[src/rtl/mem_writeback_if.sv]
// Data-memory request/acknowledge bus between the write-back stage and data memory.
// master: the write-back stage issuing requests; slave: the memory answering them.
interface mem_writeback_if #(
  parameter int ADDR_W = 32
);
  logic              req;
  logic              we;
  logic [ADDR_W-1:0] addr;
  logic [3:0]        wstrb;
  logic [31:0]       wdata;
  logic              ack;
  logic [31:0]       rdata;

  modport master (
    output req, we, addr, wstrb, wdata,
    input  ack, rdata
  );

  modport slave (
    input  req, we, addr, wstrb, wdata,
    output ack, rdata
  );
endinterface

[src/rtl/mem_writeback.sv]
// Final pipeline stage: data-memory load/store over a req/ack handshake,
// load alignment/extension and the register-file write port.
// Optional misaligned-access trap is enabled by defining MEM_WB_MISALIGN_CHECK_EN;
// without it the misaligned output is tied low and accesses use the truncated word address.
module mem_writeback #(
  parameter int         ADDR_W     = 32,
  parameter logic [3:0] RESET_STRB = 4'h0
) (
  input  logic              clk,
  input  logic              reset,
  input  logic              ex_valid,
  input  logic              ex_alu_to_reg,
  input  logic              ex_mem_to_reg,
  input  logic              ex_mem_write,
  input  logic [31:0]       ex_result,
  input  logic [4:0]        ex_dest_reg_sel,
  input  logic [2:0]        ex_funct3,
  input  logic [ADDR_W-1:0] ex_addr,
  input  logic [3:0]        ex_write_byte,
  input  logic [31:0]       ex_write_data,
  mem_writeback_if.master   dmem,
  output logic              rf_we,
  output logic [4:0]        rf_waddr,
  output logic [31:0]       rf_wdata,
  output logic              wb_stall,
  output logic              misaligned
);

  typedef enum logic [1:0] {
    ST_IDLE  = 2'd0,
    ST_LOAD  = 2'd1,
    ST_STORE = 2'd2
  } state_t;

  state_t            state_q, state_d;
  logic              req_q, req_d;
  logic              we_q, we_d;
  logic [ADDR_W-1:0] addr_q, addr_d;
  logic [3:0]        wstrb_q, wstrb_d;
  logic [31:0]       wdata_q, wdata_d;
  logic [2:0]        ld_funct3_q, ld_funct3_d;
  logic [1:0]        ld_offset_q, ld_offset_d;
  logic [4:0]        ld_dest_q, ld_dest_d;
  logic              rf_we_q, rf_we_d;
  logic [4:0]        rf_waddr_q, rf_waddr_d;
  logic [31:0]       rf_wdata_q, rf_wdata_d;
  // An ALU result accepted in the same cycle a load completes is parked here
  // for one cycle so the two register writes retire in program order.
  logic              pend_valid_q, pend_valid_d;
  logic [4:0]        pend_dest_q, pend_dest_d;
  logic [31:0]       pend_data_q, pend_data_d;

  logic accept;
  logic is_store;
  logic is_load;
  logic is_alu;
  logic load_done;
  logic access_misaligned;

  // Pick the addressed byte/half out of the returned word and extend it.
  function automatic logic [31:0] align_load(input logic [2:0]  f3,
                                             input logic [1:0]  off,
                                             input logic [31:0] word);
    logic [7:0]  b;
    logic [15:0] h;
    logic [31:0] r;
    case (off)
      2'd0:    b = word[7:0];
      2'd1:    b = word[15:8];
      2'd2:    b = word[23:16];
      default: b = word[31:24];
    endcase
    h = off[1] ? word[31:16] : word[15:0];
    case (f3)
      3'd0:    r = {{24{b[7]}}, b};
      3'd1:    r = {{16{h[15]}}, h};
      3'd2:    r = word;
      3'd4:    r = {24'd0, b};
      3'd5:    r = {16'd0, h};
      default: r = 32'd0;
    endcase
    return r;
  endfunction

  assign wb_stall = (state_q != ST_IDLE) && !dmem.ack;
  assign accept   = ex_valid && !wb_stall;
  // Store wins when both memory flags are set.
  assign is_store = ex_mem_write;
  assign is_load  = ex_mem_to_reg && !ex_mem_write;
  assign is_alu   = ex_alu_to_reg && !ex_mem_to_reg && !ex_mem_write;
  assign load_done = (state_q == ST_LOAD) && dmem.ack;

`ifdef MEM_WB_MISALIGN_CHECK_EN
  logic misal_q, misal_d;
  assign access_misaligned = ((ex_funct3[1:0] == 2'b01) && ex_addr[0]) ||
                             ((ex_funct3 == 3'd2) && (ex_addr[1:0] != 2'b00));
  assign misaligned = misal_q;
`else
  assign access_misaligned = 1'b0;
  assign misaligned = 1'b0;
`endif

  // Next-state: retire the outstanding access on ack, then accept a new op.
  always_comb begin
    state_d      = state_q;
    req_d        = req_q;
    we_d         = we_q;
    addr_d       = addr_q;
    wstrb_d      = wstrb_q;
    wdata_d      = wdata_q;
    ld_funct3_d  = ld_funct3_q;
    ld_offset_d  = ld_offset_q;
    ld_dest_d    = ld_dest_q;
    rf_we_d      = 1'b0;
    rf_waddr_d   = rf_waddr_q;
    rf_wdata_d   = rf_wdata_q;
    pend_valid_d = 1'b0;
    pend_dest_d  = pend_dest_q;
    pend_data_d  = pend_data_q;
`ifdef MEM_WB_MISALIGN_CHECK_EN
    misal_d      = 1'b0;
`endif

    if ((state_q != ST_IDLE) && dmem.ack) begin
      state_d = ST_IDLE;
      req_d   = 1'b0;
      we_d    = 1'b0;
      wstrb_d = RESET_STRB;
    end

    if (load_done) begin
      rf_we_d    = (ld_dest_q != 5'd0);
      rf_waddr_d = ld_dest_q;
      rf_wdata_d = align_load(ld_funct3_q, ld_offset_q, dmem.rdata);
    end else if (pend_valid_q) begin
      rf_we_d    = 1'b1;
      rf_waddr_d = pend_dest_q;
      rf_wdata_d = pend_data_q;
    end

    if (accept) begin
      if ((is_load || is_store) && access_misaligned) begin
`ifdef MEM_WB_MISALIGN_CHECK_EN
        misal_d = 1'b1;
`endif
      end else if (is_store) begin
        state_d = ST_STORE;
        req_d   = 1'b1;
        we_d    = 1'b1;
        addr_d  = {ex_addr[ADDR_W-1:2], 2'b00};
        wstrb_d = ex_write_byte;
        wdata_d = ex_write_data;
      end else if (is_load) begin
        state_d     = ST_LOAD;
        req_d       = 1'b1;
        we_d        = 1'b0;
        addr_d      = {ex_addr[ADDR_W-1:2], 2'b00};
        wstrb_d     = RESET_STRB;
        ld_funct3_d = ex_funct3;
        ld_offset_d = ex_addr[1:0];
        ld_dest_d   = ex_dest_reg_sel;
      end else if (is_alu && (ex_dest_reg_sel != 5'd0)) begin
        if (load_done || pend_valid_q) begin
          pend_valid_d = 1'b1;
          pend_dest_d  = ex_dest_reg_sel;
          pend_data_d  = ex_result;
        end else begin
          rf_we_d    = 1'b1;
          rf_waddr_d = ex_dest_reg_sel;
          rf_wdata_d = ex_result;
        end
      end
    end
  end

  // State and registered outputs, cleared by the asynchronous active-low reset.
  always_ff @(posedge clk or negedge reset) begin
    if (!reset) begin
      state_q      <= ST_IDLE;
      req_q        <= 1'b0;
      we_q         <= 1'b0;
      addr_q       <= '0;
      wstrb_q      <= RESET_STRB;
      wdata_q      <= 32'd0;
      ld_funct3_q  <= 3'd0;
      ld_offset_q  <= 2'd0;
      ld_dest_q    <= 5'd0;
      rf_we_q      <= 1'b0;
      rf_waddr_q   <= 5'd0;
      rf_wdata_q   <= 32'd0;
      pend_valid_q <= 1'b0;
      pend_dest_q  <= 5'd0;
      pend_data_q  <= 32'd0;
`ifdef MEM_WB_MISALIGN_CHECK_EN
      misal_q      <= 1'b0;
`endif
    end else begin
      state_q      <= state_d;
      req_q        <= req_d;
      we_q         <= we_d;
      addr_q       <= addr_d;
      wstrb_q      <= wstrb_d;
      wdata_q      <= wdata_d;
      ld_funct3_q  <= ld_funct3_d;
      ld_offset_q  <= ld_offset_d;
      ld_dest_q    <= ld_dest_d;
      rf_we_q      <= rf_we_d;
      rf_waddr_q   <= rf_waddr_d;
      rf_wdata_q   <= rf_wdata_d;
      pend_valid_q <= pend_valid_d;
      pend_dest_q  <= pend_dest_d;
      pend_data_q  <= pend_data_d;
`ifdef MEM_WB_MISALIGN_CHECK_EN
      misal_q      <= misal_d;
`endif
    end
  end

  assign dmem.req   = req_q;
  assign dmem.we    = we_q;
  assign dmem.addr  = addr_q;
  assign dmem.wstrb = wstrb_q;
  assign dmem.wdata = wdata_q;
  assign rf_we      = rf_we_q;
  assign rf_waddr   = rf_waddr_q;
  assign rf_wdata   = rf_wdata_q;

  // x0 is hard-wired zero, so a write to it must never be signalled.
  always @(posedge clk) begin
    if (reset) assert (!(rf_we_q && (rf_waddr_q == 5'd0)));
  end

  // An unanswered request holds its address until acknowledged.
  always @(posedge clk) begin
    if (reset && req_q && !dmem.ack) assert (req_d && (addr_d == addr_q));
  end

endmodule

[src/flat_wrapper.sv]
// flat-port wrapper written by rule: the top's interface ports become plain ports
module mem_writeback_flat 
#(
  parameter int         ADDR_W     = 32,
  parameter logic [3:0] RESET_STRB = 4'h0
)
  (clk, reset, ex_valid, ex_alu_to_reg, ex_mem_to_reg, ex_mem_write, ex_result, ex_dest_reg_sel, ex_funct3, ex_addr, ex_write_byte, ex_write_data, rf_we, rf_waddr, rf_wdata, wb_stall, misaligned, dmem_req, dmem_we, dmem_addr, dmem_wstrb, dmem_wdata, dmem_ack, dmem_rdata);
  mem_writeback_if #(.ADDR_W(ADDR_W)) dmem_i ();
  input  logic clk;
  input  logic reset;
  input  logic ex_valid;
  input  logic ex_alu_to_reg;
  input  logic ex_mem_to_reg;
  input  logic ex_mem_write;
  input  logic [31:0] ex_result;
  input  logic [4:0] ex_dest_reg_sel;
  input  logic [2:0] ex_funct3;
  input  logic [ADDR_W-1:0] ex_addr;
  input  logic [3:0] ex_write_byte;
  input  logic [31:0] ex_write_data;
  output logic rf_we;
  output logic [4:0] rf_waddr;
  output logic [31:0] rf_wdata;
  output logic wb_stall;
  output logic misaligned;
  output wire logic [$bits(dmem_i.req)-1:0] dmem_req;
  output wire logic [$bits(dmem_i.we)-1:0] dmem_we;
  output wire logic [$bits(dmem_i.addr)-1:0] dmem_addr;
  output wire logic [$bits(dmem_i.wstrb)-1:0] dmem_wstrb;
  output wire logic [$bits(dmem_i.wdata)-1:0] dmem_wdata;
  input wire logic [$bits(dmem_i.ack)-1:0] dmem_ack;
  input wire logic [$bits(dmem_i.rdata)-1:0] dmem_rdata;
  assign dmem_req = dmem_i.req;
  assign dmem_we = dmem_i.we;
  assign dmem_addr = dmem_i.addr;
  assign dmem_wstrb = dmem_i.wstrb;
  assign dmem_wdata = dmem_i.wdata;
  assign dmem_i.ack = dmem_ack;
  assign dmem_i.rdata = dmem_rdata;
  mem_writeback #(.ADDR_W(ADDR_W), .RESET_STRB(RESET_STRB)) u_core (.clk(clk), .reset(reset), .ex_valid(ex_valid), .ex_alu_to_reg(ex_alu_to_reg), .ex_mem_to_reg(ex_mem_to_reg), .ex_mem_write(ex_mem_write), .ex_result(ex_result), .ex_dest_reg_sel(ex_dest_reg_sel), .ex_funct3(ex_funct3), .ex_addr(ex_addr), .ex_write_byte(ex_write_byte), .ex_write_data(ex_write_data), .dmem(dmem_i), .rf_we(rf_we), .rf_waddr(rf_waddr), .rf_wdata(rf_wdata), .wb_stall(wb_stall), .misaligned(misaligned));
endmodule
[config.mk]
export PLATFORM = sky130hd
export DESIGN_NAME = mem_writeback_flat
export DESIGN_NICKNAME = d
export VERILOG_FILES = /design/src/rtl/mem_writeback_if.sv /design/src/rtl/mem_writeback.sv /design/src/flat_wrapper.sv
export SDC_FILE = /design/constraint.sdc
export NUM_CORES = 1
export LEC_CHECK = 0
export CORE_MARGIN = 3
export CORE_UTILIZATION = 45
export CTS_CLUSTER_DIAMETER = 50
export CTS_CLUSTER_SIZE = 30
export DETAILED_ROUTE_END_ITERATION = 7
export MAX_ROUTING_LAYER = met4
export PLACE_DENSITY = 0.86
export SLEW_MARGIN = 30
export SYNTH_ARGS = -nofsm -noshare
export SYNTH_HDL_FRONTEND = slang
export SYNTH_SLANG_ARGS = --single-unit
[constraint.sdc]
create_clock -name clk -period 2.15 [get_ports clk]
set_clock_uncertainty 0.05 [all_clocks]
set_input_delay 0.215 -clock clk [delete_from_list [all_inputs] [get_ports clk]]
set_output_delay 0.215 -clock clk [all_outputs]
set_load 0.1 [all_outputs]
==> results of run 1 <==
flip-flops by register name, summed over array words and instances, names as in the netlist:
register / count
u_core.ld_dest_q: 5
u_core.dmem.wstrb: 4
u_core.rf_waddr: 5
u_core.pend_valid_q: 1
u_core.dmem.wdata: 32
u_core.dmem.addr: 30
u_core.rf_wdata: 32
u_core.state_q: 2
u_core.dmem.we: 1
u_core.pend_dest_q: 5
u_core.rf_we: 1
u_core.ld_offset_q: 2
u_core.dmem.req: 1
u_core.pend_data_q: 32
u_core.ld_funct3_q: 3
routing by layer:
layer	global-route usage (%)	share of wire, %	vias up
met2	41.6	52	207
li1	-	-	2843
met4	10.7	2.5	0
met1	32.0	41	3047
met3	5.32	4.5	46
met5	-	0	-
area by class of cell:
class                      instances  area, um^2
sequential                       156        3900
inverter                           5        18.8
clock inverter                    14         135
tap                              211         264
clock buffer                      18         439
multi-input combinational        456        3170
fill                            1185        4880
timing repair buffer             292        2720
through the flow:
stage	area, um^2	utilization [%]	setup slack [ns]
final	10700	68.6	0.179
after global placement	10100	64.8	-0.122
after detailed placement	10100	64.8	-0.170
after CTS	10700	68.6	0.170
after global routing	10700	68.6	0.0485
after floorplan	7320	-	0.290
layout by cell type, fill, tap and decap left out, types with 2 or more instances in the layout:
cell and n:
nand2_1 132, a21o_1 17, conb_1 3, or4_1 3
mux2i_1 29, a21oi_1 40, a31oi_1 6, nor2_1 48
mux2_4 19, a22o_1 4, mux2_2 60, o21ai_2 2
nand3b_1 2, clkdlybuf4s50_1 145, nor2_2 2, nand2b_1 7
o21ai_0 27, inv_6 4, buf_4 132, o221ai_1 24
and3_1 2, nor3_1 2, mux4_2 7, buf_12 13
clkinvlp_4 6, dfrtp_1 156, clkbuf_16 17, inv_1 5
mux2_1 5, and2_1 2
worst paths after layout:
path,to,slack (ns)
min reg2reg,u_core.dmem.wdata[9],0.43
max in group asynchronous,u_core.dmem.wdata[2],1.07
max,u_core.rf_waddr[3],0.18
min in group asynchronous,u_core.pend_data_q[22],0.28
max reg2reg,u_core.rf_waddr[3],0.18
min,u_core.dmem.wdata[29],0.27
critical path, stage by stage, from the launching register on:
cell,delay (ns)
dfrtp_1,0.42
o21bai_2,0.17
nand4_1,0.20
or4_1,0.48
buf_4,0.20
mux2_1,0.33
timing repair:
action / CTS / global route
setup endpoints to repair: 0 / 1
resized for setup: 0 / 1
hold buffers: 1 / 0
hold endpoints to repair: 57 / 0
power breakdown:
group | internal, mW | total [mW] | switching (mW) | leakage [nW]
combinational | 1.68 | 6.63 | 4.95 | 2.64
clock | 1.64 | 2.90 | 1.26 | 0.264
sequential | 3.56 | 3.98 | 0.414 | 1.95
cell families after synthesis:
| logic type | count (synthesis) | share of synthesized area (%) |
|---|---|---|
| simple gates | 206 | 11.6 |
| flops | 156 | 53.4 |
| compound gates | 127 | 11.3 |
| mux | 120 | 20.0 |
| buf+inv | 51 | 3.59 |
| other cells | 1 | 0.0513 |
==> qor.yml, run 1 <==
power:
  leakage_nw: 4.85
  vdd_ir_drop_max_mv: 1.02
  total_power_mw: 13.5
  power_density_nw_per_um2: 1270
timing:
  setup_tns_ns: 0
  drv_slew: 0
  fmax_ghz: 0.507
  timing.hold.ws_ns: 0.267
  finalHoldViolCount: 0
  finalCritPeriodShare_pct: 91.7
  min_period_ns: 1.97
  grt_setup_unrepaired: "no"
  max_slew_margin_pct: 62.0
  setup_viol: 0
  worst_pin_slew_ns: 0.570
logic_synthesis:
  yosys.area.top_type: "dfrtp_1"
  ys.warnings.count: 0
  syn-cell-area_um2: 7320
  ys_ff_latch: 156
  synth_commonest_cells: "dfrtp_1 (156), nand2_1 (132), mux2_2 (60)"
  yosysMostFrequentCell: "dfrtp_1"
  synth_top_area_share_pct: 53.4
  synth-seq-area-share_pct: 53.4
  synth-edff-count: 0
  synth.distinct_cells: 41
  synth.area.top_cells: "dfrtp_1 (53%), mux2_2 (9.2%), nand2_1 (6.8%)"
  ys.flop_type: "dfrtp_1"
  syn-mean-instance-area_um2: 11.1
  synthCells: 661
  async_reset_ff_share_pct: 100
cts:
  post-cts-setup-buffers: 0
  cts_sinks: 156
  clk_pin_slew_ns: 0.07
  cts.path.max_buffers: 2
  root_buffer: "clkbuf_16"
  clock_latency_ns: 0.42
  cts-buffers-inserted: 17
  cts_tree: "built"
  cts_max_level: 4
routing:
  vias_per_cell: 5.33
  drt-total-wl_um: 22400
  first_iter_violations: 409
  drcViolationCount: 0
  firstDrtPassIters: 4
  wire_per_inst_um: 19.4
  num_vias: 6143
  detail-route-antenna-nets: 0
floorplanning:
  die_w_um: 134
  fp.dieH_um: 134
  start_util_pct: 47.1
  ioPinCount: 257
  rows: 45
  core-area_um2: 15500
  die_area_um2: 17800
worst_setup_path:
  cp.arrival_ns: 2.21
  r2r_start: "u_core.state_q[1]"
  worst_setup_path_end_kind: "flop"
  path_max_fanout: 6
  cp.required_ns: 2.39
  path_class: "flop to flop"
  r2r_cells: 5
  critPathLaunch: "u_core.state_q[1]"
  cp-start-kind: "flop"
global_route:
  gr-total-overflow: 0
  grt_use_total_pct: 25.9
  grt_max_degree: 61
  grt_pass1_vias: 6368
  antenna_found_initial: 0
  grt_pass1_wl_um: 34600
hold_path:
  whs_path_depth: 3
  min-delay-start: "ex_write_data[29]"
  hold_path.class: "primary input to flop"
place:
  place.gp.congestion: 0.876
  dp_cells: 1119
  portBuffers: 253
  dp_hpwl_um: 16700
final_layout:
  drive_gt1_share_pct: 28.9
  final_nets: 1075
  area.growth.synth_to_final_pct: 45.7
  antennaDiodeCount: 0
  final_cells: 1152
job:
  max_cap_viol_count: 0
run_status:
  outcome: "finished clean"
Note: power is estimated with default switching activity, not from simulation.
==> inputs of run 2 (changes only) <==
- CELL_PAD_IN_SITES_DETAIL_PLACEMENT: not set -> 1
- CELL_PAD_IN_SITES_GLOBAL_PLACEMENT: not set -> 1
- CORE_UTILIZATION: 45 -> 36
- CTS_BUF_LIST: not set -> sky130_fd_sc_hd__clkbuf_4 sky130_fd_sc_hd__clkbuf_8
- PLACE_DENSITY: 0.86 -> 0.89
- REMOVE_ABC_BUFFERS: not set -> 1
==> qor.yml, run 2 (synthesis gave the netlist of run 1 again) <==
cts:
  cts_sinks: 156  # unchanged
  clk_pin_slew_ns: 0.10  # +0.03 ns
  cts-buffers-inserted: 17  # unchanged
  root_buffer: "clkbuf_8"
  clock_latency_ns: 0.43  # about the same
  cts.path.max_buffers: 2  # unchanged
  cts_tree: "built"
  cts_max_level: 4  # unchanged
final_layout:
  final_common_cell: "dfrtp_1"
  final_area_um2: 10700  # about the same
  nFillCells: 2107  # +78%
  final_nets: 1089  # +1.3%
  area.growth.synth_to_final_pct: 45.7  # about the same
  final_cell_mix: "dfrtp_1 (155), buf_4 (147), clkdlybuf4s50_1 (145), nand2_1 (132), mux2_2 (60)"
  finish.utilization_pct: 54.1  # -15 points
  drive_gt1_share_pct: 30.2  # +1.3 points
  multi_input_area_um2: 3180  # +0.12%
  seq_area_um2: 3910  # about the same
worst_setup_path:
  r2r_end: "u_core.rf_wdata[10]"
  r2r_start: "u_core.state_q[1]"
  cp_num_buf_inv: 4  # +3
  cp-start-kind: "flop"
  path_max_fanout: 15  # +9
  r2r_cells: 8  # +3
  cp.arrival_ns: 2.31  # +0.10 ns
  path_cells: "inv_1, and3_1, buf_4, or4_4, buf_12, buf_4, nor2_1, a21oi_1"
  path_class: "flop to flop"
  crit_top_cell: "buf_4"
  cp.required_ns: 2.41  # +0.02 ns
  crit_slowest_cell: "or4_4"
  path_delay_family: "simple AND/OR/NAND/NOR gates"
  worst_setup_path_end_kind: "flop"
  max_stage_delay_ns: 0.54  # +0.06 ns
  reg2reg_slack_ns: 0.1  # -0.08 ns
floorplanning:
  core-area_um2: 19700  # +27%
  die_w_um: 149  # +11%
  ioPinCount: 257  # unchanged
  start_util_pct: 37.1  # -10 points
  rows: 51  # +13%
  die_area_um2: 22100  # +24%
  fp.dieH_um: 149  # +11%
power:
  power_frac_clock_pct: 17.7  # -3.8 points
  swShare_pct: 51.2  # +2.2 points
  power_density_nw_per_um2: 1220  # -3.7%
  vdd_ir_drop_max_mv: 0.980  # -4.1%
  combPwrFrac_pct: 51.6  # +2.5 points
  sequentialPowerShare_pct: 30.7  # +1.3 points
  power_switching_mw: 6.67  # +0.70%
  leakage_nw: 4.85  # about the same
  p_int_mw: 6.35  # -7.9%
global_route:
  grt_max_degree: 50  # -18%
  antenna_found_initial: 0  # unchanged
  grt_use_total_pct: 23.2  # -2.7 points
  grt_pass1_wl_um: 39000  # +13%
  grt_pass1_vias: 6954  # +9.2%
  gr-total-overflow: 0  # unchanged
place:
  place.gp.congestion: 0.835  # -4.6%
  dp_hpwl_um: 19000  # +13%
  place_area_um2: 10200  # +1.3%
  portBuffers: 253  # unchanged
routing:
  first_iter_violations: 369  # -9.8%
  drcViolationCount: 0  # unchanged
  firstDrtPassIters: 6  # +2
  drt-total-wl_um: 25500  # +14%
  vias_per_cell: 5.18  # -2.9%
  num_vias: 6325  # +3.0%
  wire_per_inst_um: 20.9  # +7.3%
  detail-route-antenna-nets: 0  # unchanged
timing:
  finalHoldViolCount: 0  # unchanged
  min_period_ns: 2.05  # +0.0804 ns
  finalCritPeriodShare_pct: 95.4  # +3.7 points
  grt_setup_unrepaired: "no"
  timing.hold.ws_ns: 0.221  # -0.0460 ns
  drv_slew: 0  # unchanged
  fmax_ghz: 0.488  # -3.9%
  setup_viol: 0  # unchanged
job:
  max_cap_viol_count: 0  # unchanged
hold_path:
  hold_path.class: "primary input to asynchronous set/reset pin"
run_status:
  outcome: "finished clean"
run 2: stage by stage:
stage / instances / worst slack, ns / total power, mW / setup TNS (ns)
4_1_cts: 1218 / 0.0222 / 13.1 / 0
3_5_place_dp: 1185 / -0.291 / 10.8 / -15.27
6_report: 1222 / 0.0989 / 13.0 / 0
3_3_place_gp: 1185 / -0.205 / 10.6 / -10.07
5_1_grt: 1220 / 0.00302 / 13.5 / 0
2_1_floorplan: 617 / -1.30 / 8.85 / -56.30
run 2: timing repair:
item / CTS / global route
endpoints found under the setup margin: 0 / 43
setup buffers: 0 / 2
resized for setup: 0 / 3
hold endpoints to repair: 44 / 0
hold buffers: 1 / 0
run 2: how the worst max path moves through the flow:
stage | startpoint | cells past startpoint | slack (ns) | end
2_1_floorplan | u_core.state_q[1] | 5 | -1.30 | u_core.pend_data_q[0]
3_3_place_gp | dmem_ack | 6 | -0.21 | u_core.pend_data_q[8]
3_5_place_dp | dmem_ack | 6 | -0.29 | u_core.pend_data_q[4]
4_1_cts | u_core.state_q[1] | 8 | 0.02 | u_core.rf_wdata[10]
5_1_grt | u_core.state_q[1] | 8 | 0.003 | u_core.rf_wdata[2]
6_report | u_core.state_q[1] | 8 | 0.1 | u_core.rf_wdata[10]
run 2: layer usage:
| metal | GRT usage [%] | wire length (um) | vias up |
|---|---|---|---|
| li1 | - | - | 2869 |
| met1 | 28.4 | 10500 | 3235 |
| met2 | 40.1 | 13500 | 197 |
| met3 | 3.38 | 1080 | 24 |
| met4 | 6.65 | 401 | 0 |
| met5 | - | 0 | - |
run 2: worst register-to-register path: cells and delay by family (launching register included):
kind                   cells  cell delay [ns]
flip-flops                 1             0.41
AND/OR/NAND/NOR            3             0.83
AO/OA/AOI/OAI              1             0.06
buffers and inverters      4             0.59
run 2: cell type report:
| cell class | count | share of cell area (%) |
|---|---|---|
| Sequential cell | 156 | 36.6 |
| Multi-Input combinational cell | 456 | 29.8 |
| Timing Repair Buffer | 306 | 26.4 |
| Tap cell | 265 | 3.11 |
| Clock buffer | 18 | 2.32 |
| Clock inverter | 14 | 1.49 |
| Inverter | 5 | 0.176 |
| Antenna cell | 2 | 0.0469 |
run 2: power groups by stage:
stage	combinational (mW)	clock (mW)	sequential, mW
after floorplan	1.14	0	7.71
after global placement	6.59	0	4.01
after detailed placement	6.72	0	4.05
after CTS	6.73	2.37	4.00
after global routing	6.96	2.49	4.07
final	6.72	2.30	4.00
